==> src/rtl/hazard_pkg.sv <==
`default_nettype none
// ============================================================================
//  Module      : hazard_pkg
//  Description : Shared widths, Tuse/Tnew encodings, MD latencies and the
//                scoreboard entry type for the hazard scoreboard.
//  Revision    : 1.0  initial release
// ============================================================================
package hazard_pkg;

    localparam int HAZ_REG_AW   = 5;
    localparam int HAZ_TW       = 2;
    localparam int HAZ_MULT_LAT = 5;
    localparam int HAZ_DIV_LAT  = 10;

    localparam logic [HAZ_TW-1:0] TUSE_D    = 2'd0;
    localparam logic [HAZ_TW-1:0] TUSE_E    = 2'd1;
    localparam logic [HAZ_TW-1:0] TUSE_M    = 2'd2;
    localparam logic [HAZ_TW-1:0] TNEW_PC8  = 2'd0;
    localparam logic [HAZ_TW-1:0] TNEW_ALU  = 2'd1;
    localparam logic [HAZ_TW-1:0] TNEW_LOAD = 2'd2;

    typedef struct packed {
        logic                  valid;
        logic [HAZ_REG_AW-1:0] waddr;
        logic [HAZ_TW-1:0]     tnew;
    } sb_entry_t;

    // One stage closer to the result being forwardable; never goes below zero.
    function automatic logic [HAZ_TW-1:0] tnew_age(input logic [HAZ_TW-1:0] t);
        return (t == '0) ? t : t - 1'b1;
    endfunction

endpackage
`default_nettype wire

==> src/rtl/md_busy_counter.sv <==
`default_nettype none
// ============================================================================
//  Module      : md_busy_counter
//  Description : Multiply/divide busy counter; load beats decrement, keeps
//                counting regardless of pipeline freeze.
//  Revision    : 1.0  initial release
// ============================================================================
module md_busy_counter
    import hazard_pkg::*;
#(
    parameter int MULT_LAT = HAZ_MULT_LAT,
    parameter int DIV_LAT  = HAZ_DIV_LAT,
    parameter int CNT_W    = 4
) (
    input  logic clk,
    input  logic rst,
    input  logic i_load,
    input  logic i_is_div,
    output logic o_busy
);

    logic [CNT_W-1:0] md_cnt_q;
    logic [CNT_W-1:0] md_cnt_d;

    always_comb begin
        md_cnt_d = md_cnt_q;
        if (i_load) begin
            md_cnt_d = i_is_div ? CNT_W'(DIV_LAT) : CNT_W'(MULT_LAT);
        end else if (md_cnt_q != '0) begin
            md_cnt_d = md_cnt_q - 1'b1;
        end
    end

    always_ff @(posedge clk) begin
        if (rst) begin
            md_cnt_q <= '0;
        end else begin
            md_cnt_q <= md_cnt_d;
        end
    end

    assign o_busy = (md_cnt_q != '0);

endmodule
`default_nettype wire

==> src/rtl/hazard_scoreboard.sv <==
`default_nettype none
// ============================================================================
//  Module      : hazard_scoreboard
//  Description : Tuse/Tnew scoreboard stall unit with MD busy tracking.
//                Optional stall statistics under macro HAZ_PERF_EN.
//  Revision    : 1.0  initial release
// ============================================================================
module hazard_scoreboard
    import hazard_pkg::*;
#(
    parameter int REG_AW   = HAZ_REG_AW,
    parameter int STAGES   = 3,
    parameter int TW       = HAZ_TW,
    parameter int MULT_LAT = HAZ_MULT_LAT,
    parameter int DIV_LAT  = HAZ_DIV_LAT,
    parameter int CNT_W    = 4
) (
    input  logic              clk,
    input  logic              reset,
    input  logic [REG_AW-1:0] ra1_D,
    input  logic [REG_AW-1:0] ra2_D,
    input  logic              use_rs_D,
    input  logic              use_rt_D,
    input  logic [TW-1:0]     tuse_rs_D,
    input  logic [TW-1:0]     tuse_rt_D,
    input  logic              wen_D,
    input  logic [REG_AW-1:0] waddr_D,
    input  logic [TW-1:0]     tnew_D,
    input  logic              muldiv_D,
    input  logic              md_start_D,
    input  logic              md_is_div_D,
    input  logic              freeze,
    output logic              stall,
    output logic              md_busy
`ifdef HAZ_PERF_EN
    ,
    output logic [31:0]       stall_cnt_data,
    output logic [31:0]       stall_cnt_md
`endif
);

    // Entry widths come from the package; REG_AW/TW must stay at those defaults.
    sb_entry_t sb_q [STAGES];
    sb_entry_t sb_d [STAGES];

    logic          w_rs_hit, w_rt_hit;
    logic [TW-1:0] w_rs_tnew, w_rt_tnew;
    logic          w_rs_haz, w_rt_haz, w_md_haz;
    logic          w_md_load;

    // Scan oldest to youngest so the youngest matching writer wins.
    always_comb begin
        w_rs_hit  = 1'b0;
        w_rs_tnew = '0;
        w_rt_hit  = 1'b0;
        w_rt_tnew = '0;
        for (int k = STAGES - 1; k >= 0; k--) begin
            if (sb_q[k].valid && (sb_q[k].waddr == ra1_D)) begin
                w_rs_hit  = 1'b1;
                w_rs_tnew = sb_q[k].tnew;
            end
            if (sb_q[k].valid && (sb_q[k].waddr == ra2_D)) begin
                w_rt_hit  = 1'b1;
                w_rt_tnew = sb_q[k].tnew;
            end
        end
    end

    assign w_rs_haz  = use_rs_D && (ra1_D != '0) && w_rs_hit && (w_rs_tnew > tuse_rs_D);
    assign w_rt_haz  = use_rt_D && (ra2_D != '0) && w_rt_hit && (w_rt_tnew > tuse_rt_D);
    assign w_md_haz  = muldiv_D && md_busy;
    assign stall     = w_rs_haz | w_rt_haz | w_md_haz;
    assign w_md_load = md_start_D && !stall && !freeze;

    always_comb begin
        sb_d = sb_q;
        if (!freeze) begin
            if (stall) begin
                sb_d[0] = '0;
            end else begin
                sb_d[0].valid = wen_D && (waddr_D != '0);
                sb_d[0].waddr = waddr_D;
                sb_d[0].tnew  = tnew_D;
            end
            for (int k = 1; k < STAGES; k++) begin
                sb_d[k]      = sb_q[k-1];
                sb_d[k].tnew = tnew_age(sb_q[k-1].tnew);
            end
        end
    end

    always_ff @(posedge clk) begin
        if (reset) begin
            for (int k = 0; k < STAGES; k++) begin
                sb_q[k] <= '0;
            end
        end else begin
            sb_q <= sb_d;
        end
    end

    md_busy_counter #(
        .MULT_LAT (MULT_LAT),
        .DIV_LAT  (DIV_LAT),
        .CNT_W    (CNT_W)
    ) u_md_busy_counter (
        .clk      (clk),
        .rst      (reset),
        .i_load   (w_md_load),
        .i_is_div (md_is_div_D),
        .o_busy   (md_busy)
    );

`ifdef HAZ_PERF_EN
    logic [31:0] stall_cnt_data_q, stall_cnt_data_d;
    logic [31:0] stall_cnt_md_q,   stall_cnt_md_d;

    always_comb begin
        stall_cnt_data_d = stall_cnt_data_q;
        stall_cnt_md_d   = stall_cnt_md_q;
        if (!freeze && (w_rs_haz || w_rt_haz)) begin
            stall_cnt_data_d = stall_cnt_data_q + 32'd1;
        end
        if (!freeze && w_md_haz) begin
            stall_cnt_md_d = stall_cnt_md_q + 32'd1;
        end
    end

    always_ff @(posedge clk) begin
        if (reset) begin
            stall_cnt_data_q <= '0;
            stall_cnt_md_q   <= '0;
        end else begin
            stall_cnt_data_q <= stall_cnt_data_d;
            stall_cnt_md_q   <= stall_cnt_md_d;
        end
    end

    assign stall_cnt_data = stall_cnt_data_q;
    assign stall_cnt_md   = stall_cnt_md_q;
`endif

endmodule
`default_nettype wire

==> config.mk <==
export PLATFORM = sky130hd
export DESIGN_NAME = hazard_scoreboard
export DESIGN_NICKNAME = d
export VERILOG_FILES = /design/src/rtl/hazard_pkg.sv /design/src/rtl/md_busy_counter.sv /design/src/rtl/hazard_scoreboard.sv
export SDC_FILE = /design/constraint.sdc
export NUM_CORES = 1
export LEC_CHECK = 0
export BUFFER_PORTS_ARGS = -buffer_cell sky130_fd_sc_hd__buf_2
export CAP_MARGIN = 10
export CORE_MARGIN = 2
export CORE_UTILIZATION = 40
export DETAILED_ROUTE_END_ITERATION = 16
export PLACE_DENSITY = 0.7
export SLEW_MARGIN = 20
export SYNTH_ARGS = -nofsm -noshare
export SYNTH_HDL_FRONTEND = slang
export SYNTH_SLANG_ARGS = --single-unit
export TNS_END_PERCENT = 30
==> constraint.sdc <==
create_clock -name clk -period 5.6 [get_ports clk]
set_clock_uncertainty 0.15 [all_clocks]
set_input_delay 0.56 -clock clk [delete_from_list [all_inputs] [get_ports clk]]
set_output_delay 0.56 -clock clk [all_outputs]
set_load 0.01 [all_outputs]
==> summary.md <==
| Metric | Value |
|---|---|
| Status | finished, final reports clean |
| Clk sinks | 28 |
| Finished Cell Area | 2010 um2 |
| Die W | 70.2 um |
| Ratio of cells with drive above 1 in the final layout | 21.9% |
| Post-route ant nets | 0 |
| EDFF count, synth | 0 |
| Fin crit period | 4.03 ns |
| Top-count cell post-synth | dfxtp_1 |
| Area contributors post-synth | dfxtp_1 (32%), xor2_1 (11%), mux2i_1 (8.0%) |
| Unrepaired setup endpoints after global routing | no |
| Die Ht | 70.2 um |
| Io pins | 32 |
| Min-Delay Startpoint | sb_q[23]$_SDFFE_PP0N_ |
| Worst Hold Class | flop to flop |
| Drt via density | 5.09 |
| Worst Path Required | 4.89 ns |
| PortBufs | 31 |
| RePlAce Congestion | 0.879 |
| Reg2reg path depth | 13 |
| DR DRC count | 0 |
| Maxcap violations | 0 |
| Hold path cells | 2 |
| Area grow syn2layout | 14.7% |
| VDD IR max | 0.119 mV |
| Pwr dens | 290 nW/um2 |
| Synth Instances | 202 |
| Internal Power | 0.401 mW |
| Setup TNS | 0 ns |
| DP HPWL | 2.90 mm |
| Placeable core area | 4290 um2 |
| Simple-gate share of the synthesized area | 22.6% |
| Setup repair bufs after CTS | 0 |
| Element type at the critical path end | output pin |
| Via count | 1425 |
| Number of synthesized register bits | 28 |
| Initial antenna violation count | 0 |
| ANT cells | 0 |
| CTS buffer count | 3 |
| Initial core utilization | 40.8% |
| 1st-iter DRT viols | 73 |
| Rows | 24 |
| WS Path Type | input port to output pin |
| Share of synthesized flip-flops with an asynchronous set or reset | 0% |
| Relative max-transition margin | 51.5% |
| Clock power frac | 27.3% |
| Mapped Nets | 238 |
| Placed cell areas | 1940 um2 |
| Cell area after synthesis | 1750 um2 |
| Synth Flop Type | dfxtp_1 |
| R2R setup slack | 2.17 ns |
| Largest net degree at the start of global routing | 39 |
| Synth cell count leaders | dfxtp_1 (28), nor2_1 (26), xor2_1 (22) |
| Combinational power share | 30.7% |
| Register area share after synthesis | 32.0% |
| Fmax achieved | 0.248 GHz |
| CP startpoint kind | input port |
| Largest family of logic cells by synthesized area | simple AND/OR/NAND/NOR gates |
| Clock Latency Late Sink | 0.27 ns |
| Nets | 265 |
| Fin. max-slew vios | 0 |
| Total Routed Length | 3.87 mm |
| Global-route wire length before repair | 6.43 mm |
| Final setup vio count | 0 |
| Max FO, Critical Path | 9 |
| Library cells used by synthesis | 35 |
| Worst r2r src | sb_q[4]$_SDFFE_PP0N_ |
| Avg Cell Area, Syn | 8.67 um2 |
| Switching Share | 31.1% |
| Number of global-route vias before repair | 1369 |
| Lkg Pwr | 0.875 nW |
| Synth Area in XOR/XNOR | 16.0% |
| Total grt overflow | 0 |
| DRT Pass-1 Iters | 5 |
| Sw Pwr | 0.181 mW |
| Adder-Cell Fraction of Synth Area | 4.29% |
| Final Cycle Share | 72.0% |
| Slew @ Worst Pin | 0.727 ns |
| Complex-gate fraction of the synthesized area | 14.0% |
| Synth area leader | dfxtp_1 |
| Avg WL per Cell | 13.8 um |
| H-tree levels | 1 |
| Endpoints failing hold | 0 |
| Mux contribution to synthesized area | 8.01% |
| Die area | 4920 um2 |
| TritonCTS clock tree | built |
| Hold endpoint | sb_q[23]$_SDFFE_PP0N_ |
| Cts repair resizes | 0 |
| Post-synth top area share | 32.0% |
| Worst R2R End | u_md_busy_counter.md_cnt_q[2]$_SDFFE_PP0P_ |
| Total track usage | 15.9% |
| Yosys warning total | 0 |
| Root buffer cell | clkbuf_8 |
| Clock Path Buffers | 2 |
| Clock slew at reported path FFs | 0.10 ns |
| WP data arrival | 3.32 ns |
| Seq pwr share | 42.1% |
| # hold bufs at CTS | 0 |
==> power groups by stage <==
stage	Clock, mW	Combinational (mW)	Sequential [mW]
CTS	0.162	0.181	0.245
floorplan	0	0.143	0.242
detailed placement	0	0.180	0.250
global route	0.174	0.204	0.249
global placement	0	0.179	0.250
finish	0.159	0.178	0.245
==> area by class of cell <==
type                    count  area (um2)
clock inverters             1        30.0
inverters                   5        18.8
well taps                  52        65.1
multi-input cells         160        1140
flip-flops and latches     28         561
clock buffers               3        41.3
fillers                   416        2290
repair buffers             31         155
==> how the worst max path moves through the flow <==
stage	startpoint	endpoint	slack [ns]	cells past startpoint
finish	ra2_D[2]	stall	1.57	14
floorplan	ra2_D[3]	stall	2.46	12
global route	ra2_D[2]	stall	1.32	14
CTS	ra2_D[2]	stall	1.60	14
detailed placement	ra2_D[2]	stall	1.61	14
global placement	ra2_D[2]	stall	1.67	14
==> cells in the final DEF, fill, tap and decap left out, types with 2 or more instances in the layout <==
cell type  instances
o31ai_1            3
mux2i_1           14
or3b_2             7
o21ai_0            2
o211ai_1           3
nand4_1            3
ha_1               6
a21oi_1            6
nor2b_1            5
a22oi_1            5
and3_2             3
nand2_1           14
xor2_1            22
buf_2             31
and3_1             2
inv_1              5
nor4_1             5
nor2_1            26
o22ai_1            8
xnor2_1           10
clkbuf_8           3
a22o_1             2
nor3_1             4
dfxtp_1           28
==> flip-flops by register name, summed over array words and instances, names as in the netlist <==
signal and count:
sb_q 24, u_md_busy_counter.md_cnt_q 4
==> layer usage <==
metal  routed length, um  vias up  track usage, %
met5                   0        -               0
met1                1870      646            20.7
met3                  70        2            2.02
li1                    -      764               -
met2                1900       13            27.8
met4                  25        0            3.85
==> worst max-delay path, cell delays in order <==
cell	delay, ns
buf_2	0.13
xnor2_1	0.16
nand4_1	0.11
nor3_1	0.39
nor2b_1	0.23
a22oi_1	0.08
o21ai_0	0.21
ha_1	0.28
nor2b_1	0.13
o211ai_1	0.24
a21oi_1	0.14
a22oi_1	0.21
nand3_2	0.22
buf_2	0.21
==> logic make-up (layout without fill, tap and decap cells) <==
kind of cell / Yosys count / count (layout)
AO/OA/AOI/OAI: 33 / 33
AND/OR/NAND/NOR: 75 / 75
multiplexers: 14 / 14
adder cells (fa/ha/maj): 6 / 6
XOR/XNOR: 32 / 32
flip-flops: 28 / 28
buffers and inverters: 14 / 40
==> through the flow <==
| step | util (%) | hold WS (ns) | worst slack, ns | instances | power [mW] |
|---|---|---|---|---|---|
| floorplan | - | 0.321 | 2.46 | 202 | 0.385 |
| global placement | 45.1 | 0.355 | 1.67 | 276 | 0.428 |
| detailed placement | 45.1 | 0.362 | 1.61 | 276 | 0.429 |
| CTS | 46.7 | 0.378 | 1.60 | 280 | 0.588 |
| global route | 46.7 | 0.404 | 1.32 | 280 | 0.627 |
| finish | 46.7 | 0.375 | 1.57 | 280 | 0.582 |
Note: power is estimated with default switching activity, not from simulation.
